==> src/rtl/prog_loader_pkg.sv <==
// Shared state encoding and constants for the program loader.
package prog_loader_pkg;

    typedef enum logic [2:0] {
        ST_IDLE    = 3'd0,
        ST_LOAD    = 3'd1,
        ST_RELEASE = 3'd2,
        ST_RUN     = 3'd3,
        ST_DONE    = 3'd4
    } state_e;

    localparam int WORD_BYTES = 4;
    localparam int WORD_SHIFT = $clog2(WORD_BYTES);

endpackage

==> src/rtl/prog_loader_cnt.sv <==
// Loadable up-counter with a terminal-match flag (count equals terminal).
module prog_loader_cnt #(
    parameter int W = 16
) (
    input  logic         clk,
    input  logic         rst,
    input  logic         load,
    input  logic [W-1:0] load_val,
    input  logic         inc,
    input  logic [W-1:0] terminal,
    output logic [W-1:0] count,
    output logic         match
);

    // Counter register: load wins over increment.
    always_ff @(posedge clk or posedge rst) begin
        if (rst) begin
            count <= {W{1'b0}};
        end else if (load) begin
            count <= load_val;
        end else if (inc) begin
            count <= count + {{(W-1){1'b0}}, 1'b1};
        end else begin
            count <= count;
        end
    end

    // Terminal compare.
    always_comb begin
        match = (count == terminal);
    end

endmodule

==> src/rtl/prog_loader.sv <==
// Run-control front end: loads instruction words, releases the core, halts it after N cycles.
// Optional checksum output enabled by defining PROG_LOADER_CHECKSUM_EN.
module prog_loader
    import prog_loader_pkg::*;
#(
    parameter int ADDR_W = 32,
    parameter int DATA_W = 32,
    parameter int CNT_W  = 16
) (
    input  logic              clk,
    input  logic              rst,
    input  logic              start,
    input  logic [ADDR_W-1:0] base_pc,
    input  logic [CNT_W-1:0]  num_words,
    input  logic [CNT_W-1:0]  run_cycles,
    input  logic              in_valid,
    input  logic [DATA_W-1:0] in_data,
    output logic              in_ready,
    output logic              imem_we,
    output logic [ADDR_W-1:0] imem_addr,
    output logic [DATA_W-1:0] imem_wdata,
    output logic              core_rst,
    output logic [ADDR_W-1:0] core_pc_init,
    output logic              busy,
    output logic              done,
    output logic [CNT_W-1:0]  cycle_count
`ifdef PROG_LOADER_CHECKSUM_EN
    ,
    output logic [DATA_W-1:0] checksum
`endif
);

    state_e             state_r;
    logic [ADDR_W-1:0]  base_pc_r;
    logic [CNT_W-1:0]   num_words_r;
    logic [CNT_W-1:0]   run_cycles_r;

    logic               start_ok_s;
    logic               accept_s;
    logic               run_inc_s;
    logic [CNT_W-1:0]   word_idx_s;
    logic [CNT_W-1:0]   word_term_s;
    logic [CNT_W-1:0]   cyc_term_s;
    logic               word_last_s;
    logic               cyc_last_s;
    logic [ADDR_W-1:0]  word_addr_s;

    // Handshake, start qualification and terminal values.
    always_comb begin
        in_ready    = (state_r == ST_LOAD);
        accept_s    = in_valid && (state_r == ST_LOAD);
        run_inc_s   = (state_r == ST_RUN);
        start_ok_s  = 1'b0;
        if (start && ((state_r == ST_IDLE) || (state_r == ST_DONE))) begin
            start_ok_s = 1'b1;
        end else begin
            start_ok_s = 1'b0;
        end
        // Terminals are one below the limits; the zero cases never reach these states.
        word_term_s = num_words_r - {{(CNT_W-1){1'b0}}, 1'b1};
        cyc_term_s  = run_cycles_r - {{(CNT_W-1){1'b0}}, 1'b1};
        word_addr_s = base_pc_r + (ADDR_W'(word_idx_s) << WORD_SHIFT);
    end

    prog_loader_cnt #(.W(CNT_W)) u_word_cnt (
        .clk      (clk),
        .rst      (rst),
        .load     (start_ok_s),
        .load_val ({CNT_W{1'b0}}),
        .inc      (accept_s),
        .terminal (word_term_s),
        .count    (word_idx_s),
        .match    (word_last_s)
    );

    prog_loader_cnt #(.W(CNT_W)) u_cycle_cnt (
        .clk      (clk),
        .rst      (rst),
        .load     (start_ok_s),
        .load_val ({CNT_W{1'b0}}),
        .inc      (run_inc_s),
        .terminal (cyc_term_s),
        .count    (cycle_count),
        .match    (cyc_last_s)
    );

    // Sequencer FSM and registered outputs.
    always_ff @(posedge clk or posedge rst) begin
        if (rst) begin
            state_r      <= ST_IDLE;
            base_pc_r    <= {ADDR_W{1'b0}};
            num_words_r  <= {CNT_W{1'b0}};
            run_cycles_r <= {CNT_W{1'b0}};
            imem_we      <= 1'b0;
            imem_addr    <= {ADDR_W{1'b0}};
            imem_wdata   <= {DATA_W{1'b0}};
            core_rst     <= 1'b1;
            core_pc_init <= {ADDR_W{1'b0}};
            busy         <= 1'b0;
            done         <= 1'b0;
        end else begin
            imem_we <= 1'b0;
            case (state_r)
                ST_IDLE, ST_DONE: begin
                    if (start_ok_s) begin
                        base_pc_r    <= base_pc;
                        num_words_r  <= num_words;
                        run_cycles_r <= run_cycles;
                        core_pc_init <= base_pc;
                        busy         <= 1'b1;
                        done         <= 1'b0;
                        if (num_words == {CNT_W{1'b0}}) begin
                            state_r <= ST_RELEASE;
                        end else begin
                            state_r <= ST_LOAD;
                        end
                    end else begin
                        state_r <= state_r;
                    end
                end
                ST_LOAD: begin
                    if (accept_s) begin
                        imem_we    <= 1'b1;
                        imem_addr  <= word_addr_s;
                        imem_wdata <= in_data;
                        if (word_last_s) begin
                            state_r <= ST_RELEASE;
                        end else begin
                            state_r <= ST_LOAD;
                        end
                    end else begin
                        state_r <= ST_LOAD;
                    end
                end
                ST_RELEASE: begin
                    // The last write is landing this cycle while the core is still held.
                    if (run_cycles_r == {CNT_W{1'b0}}) begin
                        state_r <= ST_DONE;
                        done    <= 1'b1;
                        busy    <= 1'b0;
                    end else begin
                        state_r  <= ST_RUN;
                        core_rst <= 1'b0;
                    end
                end
                ST_RUN: begin
                    if (cyc_last_s) begin
                        state_r  <= ST_DONE;
                        core_rst <= 1'b1;
                        done     <= 1'b1;
                        busy     <= 1'b0;
                    end else begin
                        state_r <= ST_RUN;
                    end
                end
                default: begin
                    state_r  <= ST_IDLE;
                    core_rst <= 1'b1;
                    busy     <= 1'b0;
                    done     <= 1'b0;
                end
            endcase
        end
    end

`ifdef PROG_LOADER_CHECKSUM_EN
    // Modulo-2^DATA_W sum of every word accepted during LOAD.
    always_ff @(posedge clk or posedge rst) begin
        if (rst) begin
            checksum <= {DATA_W{1'b0}};
        end else if (start_ok_s) begin
            checksum <= {DATA_W{1'b0}};
        end else if (accept_s) begin
            checksum <= checksum + in_data;
        end else begin
            checksum <= checksum;
        end
    end
`endif

endmodule

==> config.mk <==
export PLATFORM = sky130hd
export DESIGN_NAME = prog_loader
export DESIGN_NICKNAME = d
export VERILOG_FILES = /design/src/rtl/prog_loader_pkg.sv /design/src/rtl/prog_loader_cnt.sv /design/src/rtl/prog_loader.sv
export SDC_FILE = /design/constraint.sdc
export NUM_CORES = 1
export LEC_CHECK = 0
export BUFFER_PORTS_ARGS = -buffer_cell sky130_fd_sc_hd__buf_2
export CELL_PAD_IN_SITES_DETAIL_PLACEMENT = 0
export CELL_PAD_IN_SITES_GLOBAL_PLACEMENT = 1
export CORE_UTILIZATION = 41
export CTS_BUF_LIST = sky130_fd_sc_hd__clkbuf_4 sky130_fd_sc_hd__clkbuf_8 sky130_fd_sc_hd__clkbuf_16
export DETAILED_ROUTE_END_ITERATION = 12
export PLACE_DENSITY_LB_ADDON = 0.1
export SLEW_MARGIN = 10
export SYNTH_ARGS = -nofsm -noshare
export SYNTH_HDL_FRONTEND = slang
export SYNTH_SLANG_ARGS = --single-unit
==> constraint.sdc <==
create_clock -name clk -period 5.85 [get_ports clk]
set_clock_uncertainty 0.1 [all_clocks]
set_input_delay 0 -clock clk [delete_from_list [all_inputs] [get_ports clk]]
set_output_delay 0 -clock clk [all_outputs]
set_load 0.05 [all_outputs]
== Word-level counts from Yosys, hierarchy flattened ==
Cells that the tools add are included.

* Bits of input ports: 100
* Register bits after elaboration: 167
* Logic and storage cells: 67
* Output and inout bits: 117

* $add $sub $neg: 5
* Bitwise gates (word level): 2
* Muxes and demuxes: 24
* Reductions and logical operators: 14
* Eq/ne operators: 10

{| class="wikitable"
|+ Operators with widths
! cell !! number
|-
| 16-bit two-way mux || 4
|-
| 16-bit by 1-bit adder with 16-bit output, second input constant || 2
|-
| 32-bit by 18-bit adder with 32-bit output || 1
|-
| 16-bit == test || 2
|-
| 16-bit logical NOT || 2
|-
| 16-bit by 1-bit subtractor with 16-bit output, second input constant || 2
|-
| 3-bit two-way mux || 4
|-
| 3-bit case mux with 4 select lines || 1
|-
| 1-bit two-way mux || 10
|-
| 1-bit case mux with 4 select lines || 2
|-
| 3-bit by 2-bit == test with 1-bit output, second input constant || 2
|-
| 2-bit != test, second input constant || 3
|-
| 2-bit two-way mux || 2
|-
| 2-bit AND reduction || 2
|-
| 4-bit AND reduction || 1
|-
| 2-bit nonzero test || 2
|-
| 3-bit by 1-bit == test with 1-bit output, second input constant || 1
|-
| 3-bit == test, second input constant || 1
|-
| 3-bit logical NOT || 1
|-
| 1-bit case mux with 3 select lines || 1
|-
| 3-bit AND reduction || 1
|-
| 3-bit OR reduction || 1
|-
| 1-bit logical AND || 2
|-
| 2-bit by 1-bit != test with 1-bit output, second input constant || 1
|-
| other kinds (3) || 4
|}

== Logic depth before layout (Yosys ltp) ==
Gate-level depths: netlist of run 1.

* Depth after elaboration: 6
* Mapped depth: 11
* Mapped depth without buffers: 11

== Modules after synthesis ==
Synthesis of run 1 repeated with hierarchy kept, for this count alone.

* Cells, all modules: 929
* Area total of the unflattened synthesis: 8919.8 um^2

{| class="wikitable"
|+ Modules (own cells, without submodules)
! module !! seq. area each (um^2) !! area an instance (um^2) !! cells each !! instances
|-
| prog_loader || 3379.5 || 6760.2 || 681 || 1
|-
| prog_loader_cnt || 400.4 || 1079.8 || 124 || 2
|}

== Least setup slack after synthesis of run 1 ==
No wires, ideal clock.

* Path type: reg2reg
* Start: reg state_r[1]
* End: reg state_r[0]
* Buffers on the path: 1
* Data arrival time: 3.124 ns
* Slack: 2.499 ns
* Stages on the path, launching flop included: 11
* Clock period less this slack: 3.351 ns
* Library setup time: 0.127 ns
* Cells stage by stage: dfrtp_1 > clkbuf_1 > nor3b_1 > nand2_1 > clkinv_1 > nand4_1 > nor4_1 > nor2b_1 > nand4_1 > a21oi_1 > o21ai_0

* Elaborated cells between the ends (all ways): 13
* Those cells by class: 5 x eq/ne; 3 x mux; 5 x reduce/logical

{| class="wikitable"
|+ RTL lines
! what !! line !! RTL
|-
| start: declaration || prog_loader.sv:33 || <nowiki>state_e state_r;</nowiki>
|-
| start signal: assignment || prog_loader.sv:118 || <nowiki>state_r <= state_r;</nowiki>
|-
| 3-bit by 1-bit == test with 1-bit output * || - ||
|-
| named net in_ready || prog_loader.sv:18 || <nowiki>output logic in_ready,</nowiki>
|-
| 1-bit logical AND || prog_loader.sv:51 || <nowiki>accept_s = in_valid && (state_r == ST_LOAD);</nowiki>
|-
| 3-bit two-way mux || prog_loader.sv:122 || <nowiki>if (accept_s) begin</nowiki>
|-
| 3-bit case mux with 4 select lines * || prog_loader.sv:103 || <nowiki>case (state_r)</nowiki>
|}

The timed path passes the listed nets; every way through them passes the cells marked *.
A chain may end at the register's enable or synchronous reset.

== Final worst setup path of run 1 ==
* Start: reg num_words_r[0]
* End: reg state_r[0]

* Cells in the longest elaborated chain, start to end: 5

{| class="wikitable"
|+ RTL lines
! what !! line !! RTL
|-
| start: declaration || prog_loader.sv:35 || <nowiki>logic [CNT_W-1:0] num_words_r;</nowiki>
|-
| start signal: assignment || prog_loader.sv:92 || <nowiki>num_words_r <= {CNT_W{1'b0}};</nowiki>
|-
| start signal: assignment || prog_loader.sv:107 || <nowiki>num_words_r <= num_words;</nowiki>
|-
| 16-bit by 1-bit subtractor with 16-bit output || prog_loader.sv:60 || <nowiki>word_term_s = num_words_r - {{(CNT_W-1){1'b0}}, 1'b1};</nowiki>
|-
| 16-bit == test || prog_loader_cnt.sv:30 || <nowiki>match = (count == terminal);</nowiki>
|-
| 2-bit two-way mux || prog_loader.sv:126 || <nowiki>if (word_last_s) begin</nowiki>
|-
| 3-bit two-way mux || prog_loader.sv:122 ||
|-
| 3-bit case mux with 4 select lines || prog_loader.sv:103 ||
|}

Every way passes these cells.

==> out/metrics.csv, run 1 <==
stage;metric;value;unit
synthesis;syn-num-nets;1032;
finish;final_util;55.32;%
floorplan;die_h;148.6;um
clocking;post_cts_buffers;0;
floorplan;coreArea;21020;sq um
clocking;root_buffer;clkbuf_16;
placement;io_buffers;216;
global_routing;grt_pass1_vias;7158;
sta;min_period;3111;ps
setup_path;path_cells;inv_1 -> ha_1 -> nor3b_1 -> nand2_1 -> nor4_1 -> a21oi_1 -> o311ai_0 -> nand4_1 -> a21oi_1 -> o21ai_0;
drt;totalWireLength;23.25;mm
pwr;p_clk_share;17.1;%
drt;drtIter0Drc;333;
pwr;p_switching;3.100;mW
synthesis;ys_types;66;
setup_path;crit_type;flip-flop to flip-flop;
setup_path;worstPathRequired;6050;ps
clocking;cts.sinks;167;
finish;regArea;4180;sq um
clocking;cts_resized;0;
clocking;h-tree-depth;4;
floorplan;initial_core_util;41.93;%
placement;dp_cells;1361;
finish;drive_gt1_share;26.81;%
setup_path;r2r_slack;2740;ps
drt;drt-vias-per-instance;5.037;
flow_run;drv_cap;0;
floorplan;ios;217;
clocking;cts_tree;built;
synthesis;syn_area;8815;sq um
synthesis;synth-edff-count;0;
floorplan;std_cell_rows;53;
sta;fmax;321.4;MHz
sta;hold_violations;0;
placement;dp_hpwl;16.16;mm
finish;fin_cells;1491;
sta;max_slew_margin;34.48;%
floorplan;fp.dieW;148.6;um
drt;firstDrtPassIters;4;
pwr;p_comb_share;50.0;%
setup_path;cp-start-kind;flip-flop;
pwr;switching_share;49.54;%
clocking;hold_buffers;98;
synthesis;synth_seq_cells;167;
sta;fin_setup_tns;0;ps
placement;gp_congestion;0.8522;
clocking;clock_latency;420;ps
pwr;power.internal;3.158;mW
global_routing;grt_util_all_layers;21.64;%
synthesis;ys_seq_area_share;47.42;%
setup_path;cp.arrival;3310;ps
finish;area_delta_synth_final;31.92;%
finish;fillers;1934;
sta;fin_hold_ws;97.43;ps
drt;num_vias;7510;
global_routing;grt_max_degree;111;
pwr;seq_power_share;33.0;%
drt;route.detailed.drc;0;
pwr;p_per_area;538.2;nW/um^2
run_status;status;finished, final reports clean;
finish;antenna_cells;0;
pwr;max-vdd-ir-drop;343.3;uV
sta;finalMaxSlewViolations;0;
finish;final_cell_mix;buf_2, nand2_1, dfrtp_1;
finish;multi_input_area;4383;sq um
pwr;leakagePower;5.528;nW
synthesis;synthArstFlopShare;100.0;%
global_routing;antenna_found_initial;0;
setup_path;crit_fanout;7;
clocking;ctsLongestPathBuffers;2;
finish;layout.nets;1324;
synthesis;synthFlopType;dfrtp_1;
setup_path;critPathMaxStageDelay;560;ps
sta;period_share;53.19;%
sta;rsz0062_at_grt;false;
worst_hold_path;worstHoldPathType;primary input to flip-flop;
sta;setup-violations-final;0;
synthesis;synth_cells;911;
clocking;clk_pin_slew_worst_paths;70;ps
setup_path;slowest_stage;o311ai_0;
setup_path;cpMostUsedCell;a21oi_1;
synthesis;syn_avg_cell_area;9.676;sq um
global_routing;gr-total-overflow;0;
clocking;numCtsBuffers;17;
drt;drtAntennaViolNets;0;
floorplan;die-area;22090;sq um
drt;wl_per_cell;15.59;um
synthesis;yosys_warnings;0;
sta;worst_pin_slew;982.8;ps
setup_path;cp-end-kind;flip-flop;
finish;layout_commonest_cell;buf_2;
global_routing;grt_pass1_wl;37.81;mm
-- state kept, by name (all words and copies together), names as in the netlist --
signal	cells
base_pc_r	32
busy	1
core_rst	1
done	1
imem_addr	32
imem_wdata	32
imem_we	1
num_words_r	16
run_cycles_r	16
state_r	3
u_cycle_cnt.count	16
u_word_cnt.count	16
-- power by group through the flow --
stage / sequential (mW) / combinational, mW / clock (mW)
2_1_floorplan: 3.09 / 1.32 / 0
5_1_grt: 2.14 / 3.37 / 1.14
3_5_place_dp: 2.08 / 3.08 / 0
6_report: 2.06 / 3.13 / 1.07
4_1_cts: 2.06 / 3.14 / 1.10
3_3_place_gp: 2.06 / 3.06 / 0
-- cells in the mapped netlist, drive strengths merged (2+ instances only) --
library cell | n | area share (%)
a21boi | 6 | 0.51
a21o | 12 | 1.0
a21oi | 27 | 1.5
a31oi | 3 | 0.21
a32o | 2 | 0.23
a41oi | 2 | 0.20
and2 | 7 | 0.50
and3 | 19 | 1.3
and4 | 2 | 0.23
buf | 11 | 0.65
clkbuf | 34 | 1.4
dfrtp | 166 | 47
ha | 20 | 2.8
inv | 18 | 0.77
mux2 | 60 | 7.7
mux2i | 8 | 0.91
nand2 | 174 | 7.4
nand2b | 6 | 0.43
nand3 | 17 | 0.97
nand4 | 17 | 1.2
nor2 | 51 | 2.2
nor2b | 9 | 0.64
nor3 | 18 | 1.1
nor3b | 4 | 0.34
nor4 | 16 | 1.4
nor4bb | 2 | 0.23
o2111ai | 2 | 0.20
o211ai | 3 | 0.26
o21a | 2 | 0.17
o21ai | 64 | 3.6
o31ai | 4 | 0.40
or2 | 2 | 0.14
or3 | 12 | 0.85
or4 | 4 | 0.38
xnor2 | 45 | 4.5
xor2 | 41 | 4.1
-- critical path: cells and delay by family (launching register included) --
| family | cells | cell delay (ps) |
|---|---|---|
| compound gates | 4 | 880 |
| fa+ha+maj | 1 | 310 |
| buf+inv | 1 | 100 |
| flops | 1 | 430 |
| simple gates | 4 | 1180 |
-- layer usage --
| metal | vias up | wire length [um] | global-route usage, % |
|---|---|---|---|
| li1 | 3740 | - | - |
| met1 | 3571 | 11270 | 30.60 |
| met2 | 180 | 10550 | 33.88 |
| met3 | 19 | 1118 | 3.620 |
| met4 | 0 | 312 | 6.495 |
| met5 | - | 0 | 0 |
-- final cells by class --
type	instances	area share (%)
repair buffers	318	17.99
flip-flops and latches	167	35.95
clock buffers	20	3.960
well taps	275	2.959
clock inverters	12	0.7962
multi-input cells	680	37.69
inverters	19	0.6563
-- final timing paths --
path                            cells past startpoint              end           start
worst max-delay path                               10       state_r[0]  num_words_r[0]
worst min-delay path                                4          imem_we        in_valid
worst max register to register                     10       state_r[0]  num_words_r[0]
worst min register to register                      2    imem_wdata[2]   imem_wdata[2]
max in group asynchronous                           4  run_cycles_r[0]             rst
min in group asynchronous                           3    base_pc_r[24]             rst
-- cells by family after synthesis --
kind of cell               Yosys count  synth area share [%]
AOI/OAI and AO/OA                  140                 9.624
xor gates and xnor gates            86                 8.545
adders and majority gates           21                 3.066
buffers and inverters               64                 2.910
DFF                                167                 47.42
muxes                               68                 8.574
and+or+nand+nor                    365                 19.86
-- metrics by stage --
stage | total power [mW] | worst slack (ps) | cell area [sq um]
2_1_floorplan | 4.407 | 1233 | 8815
3_3_place_gp | 5.128 | 2857 | 10090
3_5_place_dp | 5.163 | 2743 | 10090
4_1_cts | 6.303 | 2713 | 11630
5_1_grt | 6.654 | 2456 | 11630
6_report | 6.258 | 2739 | 11630
No activity file was read; power rests on OpenSTA's default activity.
==> run 2: changes to the inputs <==
clock period = 3 ns   (was 5.85 ns; I/O delays follow)
==> run 2 against run 1 <==
Via count grew 1.4%; first-iteration DRC count grew 8.7%; maximum frequency grew 10%; utilization grew 1.1 points; worst hold slack lost 52 ps; clock power grew 98%; sequential share of layout area shrank 0.72 points; register-to-register slack lost 2600 ps; count of clock-buffer cells in the layout shrank 3; wire length grew 0.99%; cell area grew 2.0%; critical endpoint is now busy; largest cell class unchanged.
==> out/metrics.csv, run 2 (same netlist as run 1, synthesis figures left out) <==
stage;metric;value;unit;change
floorplan;die_h;148.6;um;unchanged
sta;worst_pin_slew;903.3;ps;-79.52 ps
pwr;max-vdd-ir-drop;407.8;uV;+19%
floorplan;ios;217;;unchanged
clocking;numCtsBuffers;17;;unchanged
drt;totalWireLength;23.48;mm;+0.99%
setup_path;crit_start;run_cycles_r[8];;
floorplan;std_cell_rows;53;;unchanged
clocking;clock_latency;430;ps;about the same
finish;drive_gt1_share;28.03;%;+1.2 points
floorplan;coreArea;21020;sq um;unchanged
worst_hold_path;hold_start;in_valid;;
global_routing;grt_pass1_vias;7402;;+3.4%
sta;period_share;94.11;%;+41 points
floorplan;fp.dieW;148.6;um;unchanged
drt;num_vias;7618;;+1.4%
setup_path;worstPathRequired;3220;ps;-2830 ps
setup_path;cp.arrival;3040;ps;-270 ps
global_routing;gr-total-overflow;0;;unchanged
setup_path;cpLargestDelayFamily;simple AND/OR/NAND/NOR gates;;
clocking;root_buffer;clkbuf_16;;
sta;hold_violations;0;;unchanged
sta;max_slew_margin;39.78;%;+5.3 points
finish;top_regs;base_pc_r (32), imem_addr (32), imem_wdata (32);;
setup_path;slowest_stage;or4_4;;
floorplan;die-area;22090;sq um;unchanged
placement;dp_hpwl;16.32;mm;+0.99%
worst_hold_path;worstHoldPathType;primary input to flip-flop;;
setup_path;cp-start-kind;flip-flop;;
clocking;clk_pin_slew_worst_paths;70;ps;about the same
clocking;post_cts_buffers;0;;unchanged
global_routing;grt_util_all_layers;22.21;%;+0.57 points
clocking;cts.sinks;167;;unchanged
clocking;cts_tree;built;;
global_routing;antenna_found_initial;0;;unchanged
global_routing;grt_max_degree;100;;-9.9%
sta;fmax;354.2;MHz;+10%
setup_path;crit_type;flip-flop to flip-flop;;
sta;finalMaxSlewViolations;0;;unchanged
finish;area_delta_synth_final;34.62;%;
setup_path;cp-end-kind;flip-flop;;
setup_path;path_cells;or4_4 -> or4b_4 -> xor2_1 -> a31oi_1 -> nor3_1 -> and4_4 -> o31ai_2 -> a21o_1;;
clocking;h-tree-depth;4;;unchanged
setup_path;crit_fanout;7;;unchanged
finish;antenna_cells;0;;unchanged
setup_path;timing.rr.start;run_cycles_r[8];;
placement;io_buffers;216;;unchanged
global_routing;grt_pass1_wl;38.85;mm;+2.8%
pwr;power;12.43;mW;+99%
clocking;ctsLongestPathBuffers;2;;unchanged
pwr;p_per_area;1048;nW/um^2;+95%
drt;wl_per_cell;15.52;um;-0.48%
sta;setup-violations-final;0;;unchanged
run_status;status;finished, final reports clean;;
drt;drtIter0Drc;362;;+8.7%
setup_path;path_depth;8;;-2
drt;route.detailed.drc;0;;unchanged
placement;gp_congestion;0.8304;;-2.6%
pwr;leakagePower;5.644;nW;+2.1%
drt;firstDrtPassIters;5;;+1
setup_path;reg2reg_depth;8;;-2
finish;layout_commonest_cell;buf_2;;
sta;fin_setup_tns;0;ps;unchanged
drt;drt-vias-per-instance;5.035;;about the same
finish;final_cell_mix;buf_2, nand2_1, dfrtp_1;;
sta;min_period;2823;ps;-288.1 ps
sta;rsz0062_at_grt;false;;
floorplan;initial_core_util;41.93;%;unchanged
setup_path;crit_buf_inv;0;;-1
flow_run;drv_cap;0;;unchanged
finish;layout.nets;1346;;+1.7%
setup_path;critPathMaxStageDelay;570;ps;about the same
drt;drtAntennaViolNets;0;;unchanged
worst_hold_path;whs_path_depth;6;;+2
[run 2: where the power goes]
group	total, mW	switching, mW	internal (mW)
clock	2.12	1.03	1.10
combinational	6.38	4.36	2.03
sequential	3.92	0.781	3.14
total	12.4	6.16	6.27
[run 2: stage by stage]
step           instance area (sq um)  util, %  hold slack, ps  instances  setup WS [ps]
2_1_floorplan                   8823        -           5.435        911          253.3
3_3_place_gp                   10270    48.86           69.32       1379          211.3
3_5_place_dp                   10270    48.86           67.08       1379          157.5
4_1_cts                        11850    56.38           43.41       1513          112.5
5_1_grt                        11870    56.45           102.2       1513          21.60
6_report                       11870    56.45           45.70       1513          176.6
[run 2: routing by layer]
layer	vias up	share of wire (%)	track usage [%]	wire length, um
met5	-	0	0	0
met4	0	1.4	6.186	340
met3	28	4.7	4.356	1110
met2	194	46	34.91	10830
met1	3616	48	31.04	11200
li1	3780	-	-	-
[run 2: repair_timing]
item	CTS	global route
endpoints found under the hold margin	271	0
endpoints found under the setup margin	0	3
hold buffers	102	0
gates resized for setup	0	2
[run 2: worst paths after layout]
kind	end	slack (ps)
setup / recovery	busy	180
hold / removal	u_word_cnt.count[3]	50
setup reg to reg	busy	180
hold reg to reg	imem_addr[1]	370
max in group asynchronous	imem_addr[24]	2180
min in group asynchronous	num_words_r[10]	140
[run 2: layout make-up]
cell class / count / area (sq um)
Fill cell: 1946 / 9155
Multi-Input combinational cell: 680 / 4402
Sequential cell: 167 / 4180
Timing Repair Buffer: 340 / 2305
Clock buffer: 17 / 425.4
Tap cell: 275 / 344.1
Clock inverter: 15 / 135.1
Inverter: 19 / 75.07
[run 2: worst min-delay path, stage by stage]
cell	delay (ps)
buf_2	100
nand2_2	50
clkinv_1	80
nand4_1	110
xor2_1	140
nor2_1	50
